$ cat src/rtl/add16_arbiter.sv
// add16_arbiter: round-robin arbiter sharing a single 16-bit adder between
// two requesters (A and B), with at most one operation in flight.
//
// Ports:
//   clk, rst_n                  clock, asynchronous active-low reset
//   a_valid/a_ready, a_x/a_y    requester A operand handshake and operands
//   a_rsp_valid/a_rsp_ready     requester A result handshake
//   b_*                         same set for requester B
//   sum                         registered result, qualified by *_rsp_valid
//   busy                        high while an operation is in EXEC or RESP

// Plain 16-bit wraparound adder; carry is intentionally dropped.
module add16 (
    input  logic [15:0] x_i,
    input  logic [15:0] y_i,
    output logic [15:0] sum_o
);
    assign sum_o = x_i + y_i;
endmodule

module add16_arbiter (
    input  logic        clk,
    input  logic        rst_n,

    input  logic        a_valid,
    output logic        a_ready,
    input  logic [15:0] a_x,
    input  logic [15:0] a_y,
    output logic        a_rsp_valid,
    input  logic        a_rsp_ready,

    input  logic        b_valid,
    output logic        b_ready,
    input  logic [15:0] b_x,
    input  logic [15:0] b_y,
    output logic        b_rsp_valid,
    input  logic        b_rsp_ready,

    output logic [15:0] sum,
    output logic        busy
);

    localparam int unsigned W = 16;

    typedef enum logic [1:0] {
        IDLE = 2'd0,
        EXEC = 2'd1,
        RESP = 2'd2
    } state_t;

    // Owner / last_grant encoding: 0 = A, 1 = B.
    localparam logic OWN_A = 1'b0;
    localparam logic OWN_B = 1'b1;

    state_t         state_q;
    logic           owner_q;
    logic           last_grant_q;
    logic [W-1:0]   x_q;
    logic [W-1:0]   y_q;
    logic [W-1:0]   sum_q;
    logic           a_rsp_valid_q;
    logic           b_rsp_valid_q;
    logic           busy_q;

    logic           grant_a;
    logic           grant_b;
    logic           owner_done;
    logic [W-1:0]   add_sum;

    add16 u_add16 (
        .x_i   (x_q),
        .y_i   (y_q),
        .sum_o (add_sum)
    );

    // Round-robin grant: a lone requester wins; on a tie the one that was
    // not granted last time wins.
    always_comb begin
        grant_a = a_valid && (!b_valid || (last_grant_q == OWN_B));
        grant_b = b_valid && (!a_valid || (last_grant_q == OWN_A));
    end

    // Ready is combinational so a request can be accepted in its first
    // IDLE cycle.
    assign a_ready = (state_q == IDLE) && grant_a;
    assign b_ready = (state_q == IDLE) && grant_b;

    // Result handshake completes only for the current owner.
    assign owner_done = (owner_q == OWN_A) ? a_rsp_ready : b_rsp_ready;

    // Control FSM with registered datapath and response outputs.
    always_ff @(posedge clk or negedge rst_n) begin
        if (!rst_n) begin
            state_q       <= IDLE;
            owner_q       <= OWN_A;
            last_grant_q  <= OWN_B;
            x_q           <= '0;
            y_q           <= '0;
            sum_q         <= '0;
            a_rsp_valid_q <= 1'b0;
            b_rsp_valid_q <= 1'b0;
            busy_q        <= 1'b0;
        end else begin
            case (state_q)
                IDLE: begin
                    if (a_ready) begin
                        x_q          <= a_x;
                        y_q          <= a_y;
                        owner_q      <= OWN_A;
                        last_grant_q <= OWN_A;
                        busy_q       <= 1'b1;
                        state_q      <= EXEC;
                    end else if (b_ready) begin
                        x_q          <= b_x;
                        y_q          <= b_y;
                        owner_q      <= OWN_B;
                        last_grant_q <= OWN_B;
                        busy_q       <= 1'b1;
                        state_q      <= EXEC;
                    end
                end
                EXEC: begin
                    sum_q   <= add_sum;
                    state_q <= RESP;
                    if (owner_q == OWN_A) begin
                        a_rsp_valid_q <= 1'b1;
                    end else begin
                        b_rsp_valid_q <= 1'b1;
                    end
                end
                RESP: begin
                    // sum_q is left untouched so it stays stable under backpressure.
                    if (owner_done) begin
                        a_rsp_valid_q <= 1'b0;
                        b_rsp_valid_q <= 1'b0;
                        busy_q        <= 1'b0;
                        state_q       <= IDLE;
                    end
                end
                default: begin
                    state_q <= IDLE;
                end
            endcase
        end
    end

    assign a_rsp_valid = a_rsp_valid_q;
    assign b_rsp_valid = b_rsp_valid_q;
    assign sum         = sum_q;
    assign busy        = busy_q;

endmodule
$ cat config.mk
export PLATFORM = sky130hd
export DESIGN_NAME = add16_arbiter
export DESIGN_NICKNAME = d
export VERILOG_FILES = /design/src/rtl/add16_arbiter.sv
export SDC_FILE = /design/constraint.sdc
export NUM_CORES = 1
export LEC_CHECK = 0
export BUFFER_PORTS_ARGS = -buffer_cell sky130_fd_sc_hd__clkbuf_2
export CAP_MARGIN = 0
export CORE_MARGIN = 1.5
export CORE_UTILIZATION = 45
export DETAILED_ROUTE_END_ITERATION = 10
export PLACE_DENSITY = 0.74
export SLEW_MARGIN = 10
export SYNTH_ARGS = -nofsm -noshare
export SYNTH_HDL_FRONTEND = slang
export SYNTH_SLANG_ARGS = --single-unit
$ cat constraint.sdc
create_clock -name clk -period 3.2 [get_ports clk]
set_input_delay 0.48 -clock clk [delete_from_list [all_inputs] [get_ports clk]]
set_output_delay 0.48 -clock clk [all_outputs]
set_load 0.02 [all_outputs]
==> flow_metrics.py <==
metrics = {
    "placed_design": {
        "dpl_cell_area_sq_um": 3550,
        "place.gp.congestion": 0.797,
        "portBuffers": 90,
        "dp_cells": 510,
        "pre_cts_slack_ns": 0.988,
        "hpwl_um": 5460,
    },
    "sta": {
        "final-setup-viol-count": 0,
        "clock-skew-final_ns": 0.00442,
        "final_hold_viol_count": 0,
        "max_slew_margin": 0.457,
        "hold-worst-slack_ns": 0.252,
        "tightest_slew_ns": 0.815,
        "fmax_ghz": 0.452,
        "finalSetupTns_ns": 0,
        "slew_violations": 0,
        "rsz0062_at_grt": "false",
        "setup_slack_ns": 0.988,
        "period_minus_slack_ns": 2.21,
        "finalCritPeriodShare": 0.691,
    },
    "finish": {
        "fill_cells": 595,
        "multiInputGateArea_sq_um": 1560,
        "mostFrequentLayoutCells": "nand2_1, clkbuf_2, dfrtp_1",
        "layoutNonFillerInstCount": 518,
        "final_common_cell": "nand2_1",
        "fin_area_sq_um": 3630,
        "layout.nets": 526,
        "seq_area_sq_um": 1380,
        "drive_above_1_share": 0.254,
        "n_antenna_cell": 0,
        "area_delta_synth_final_pct": 20.3,
    },
    "synth": {
        "ys_seq_elements": 55,
        "yosysWarnings": 0,
        "synth_cell_types": 46,
        "syn_avg_cell_area_sq_um": 8.56,
        "synthArstFlopShare": 1.00,
        "synthFlopType": "dfrtp_1",
        "synth-edff-count": 0,
        "syn_nets": 439,
        "syn-cell-area_sq_um": 3020,
        "seq_area_frac_synth": 0.456,
        "postSynthCellCount": 353,
    },
    "floorplanning": {
        "fp.dieW_um": 84.9,
        "start_util": 0.470,
        "die_h_um": 84.9,
        "num_rows": 29,
        "boundaryPins": 91,
        "die_area_sq_um": 7210,
        "core_area_sq_um": 6420,
    },
    "grt": {
        "grtUsageTotal": 0.205,
        "grt_pass1_vias": 2684,
        "grt_overflow_total": 0,
        "grt_pass1_wl_um": 12100,
        "grt_max_degree": 36,
        "antenna_found_initial": 0,
    },
    "clocking": {
        "clk_latency_ns": 0.31,
        "cts-root-buf": "clkbuf_8",
        "clock_path_buffers": 2,
        "clkSinkCount": 55,
        "cts_tree": "built",
        "cts_setup_buffers": 0,
        "numCtsBuffers": 5,
        "clk_pin_slew_worst_paths_ns": 0.10,
        "htree_levels": 2,
        "hold_buffers": 0,
        "cts-resized-gates": 0,
    },
    "power": {
        "leakagePower_nw": 1.78,
        "vdd_ir_drop_max_uv": 349,
        "power_density_nw_per_um2": 1170,
    },
    "worst_setup_path": {
        "start_kind": "flip-flop",
        "slowest_stage": "fa_1",
        "r2r_slack_ns": 0.99,
        "cp.arrival_ns": 2.41,
        "crit_path_max_fanout": 5,
        "critPathKind": "reg -> reg",
        "crit_chain": "ha_1, fa_1, a21o_1, a221o_1, a21oi_2, o21ai_0, nand3b_1",
        "critPathCaptureType": "flip-flop",
        "required_ns": 3.40,
        "worst_path_largest_cell_delay_ns": 0.41,
    },
    "min_path": {
        "hp-class": "in -> async",
    },
    "route": {
        "drc": 3,
        "wl_per_cell_um": 13.3,
        "drt_iter0_drc": 196,
        "wirelength_um": 6880,
        "ant_nets": 0,
        "vias": 2748,
        "dr.pass1.iters": 10,
        "via_per_inst": 5.31,
    },
    "run": {
        "maxCapViolations": 0,
    },
    "outcome": {
        "violations": "design-rule violations",
        "status": "finished, violations left",
    },
}
==> sequential cells by signal, indices dropped and copies added (netlist names) <==
register,cells
b_rsp_valid,1
state_q,2
busy,1
a_rsp_valid,1
sum,16
y_q,16
x_q,16
owner_q,1
last_grant_q,1
==> final cells by class <==
| type | instances | share of cell area |
|---|---|---|
| Clock buffer | 6 | 0.0200 |
| Clock inverter | 2 | 0.00344 |
| Inverter | 3 | 0.00310 |
| Multi-Input combinational cell | 278 | 0.429 |
| Sequential cell | 55 | 0.379 |
| Tap cell | 77 | 0.0265 |
| Timing Repair Buffer | 97 | 0.138 |
==> where the power goes <==
group | total (W) | internal [W] | switching, W
clock | 0.000375 | 0.000154 | 0.000222
sequential | 0.00127 | 0.00106 | 0.000217
combinational | 0.00261 | 0.00103 | 0.00158
total | 0.00426 | 0.00224 | 0.00202
==> Yosys cell counts (6+ instances only) <==
cell,count,area share
ha_1,15,0.062
dfrtp_1,54,0.45
xor2_1,6,0.017
nand2_1,94,0.12
clkbuf_1,9,0.011
nor2_1,40,0.050
buf_2,8,0.013
a31oi_1,32,0.066
a21o_1,7,0.017
o21ai_0,18,0.030
a21oi_1,13,0.022
==> routing by layer <==
metal | share of wire | GRT usage
met4 | 0.012 | 0.0522
met2 | 0.45 | 0.335
met3 | 0.046 | 0.0331
met1 | 0.49 | 0.286
met5 | 0 | 0
==> kinds of logic (layout without fill, tap and decap cells) <==
kind of cell,Yosys count,in the layout,synth area share
compound gates,93,93,0.197
xor+xnor,10,10,0.0290
fa+ha+maj,16,16,0.0688
buf+inv,20,108,0.0282
flops,55,55,0.456
mux,2,2,0.00704
simple gates,157,157,0.214
==> through the flow <==
step           power [W]  utilization
2_1_floorplan    0.00322            -
3_3_place_gp     0.00381        0.552
3_5_place_dp     0.00389        0.552
4_1_cts          0.00428        0.566
5_1_grt          0.00470        0.566
6_report         0.00426        0.566
==> final timing paths <==
| kind | startpoint | endpoint | cells after the start |
|---|---|---|---|
| setup / recovery | y_q[0]$_DFFE_PN0P_ | sum[14]$_DFFE_PN0P_ | 7 |
| hold / removal | rst_n | y_q[3]$_DFFE_PN0P_ | 1 |
| setup reg to reg | y_q[0]$_DFFE_PN0P_ | sum[14]$_DFFE_PN0P_ | 7 |
| hold reg to reg | sum[3]$_DFFE_PN0P_ | sum[3]$_DFFE_PN0P_ | 2 |
| max in group asynchronous | rst_n | sum[2]$_DFFE_PN0P_ | 2 |
| min in group clk | a_y[1] | y_q[1]$_DFFE_PN0P_ | 3 |
==> critical path: cells and delay by family (launching register included) <==
family | cells | cell delay (ns)
adder cells (fa/ha/maj) | 2 | 0.65
AND/OR/NAND/NOR | 1 | 0.16
AO/OA/AOI/OAI | 4 | 0.90
flip-flops | 1 | 0.39
Power figures use the tool's default switching activity.
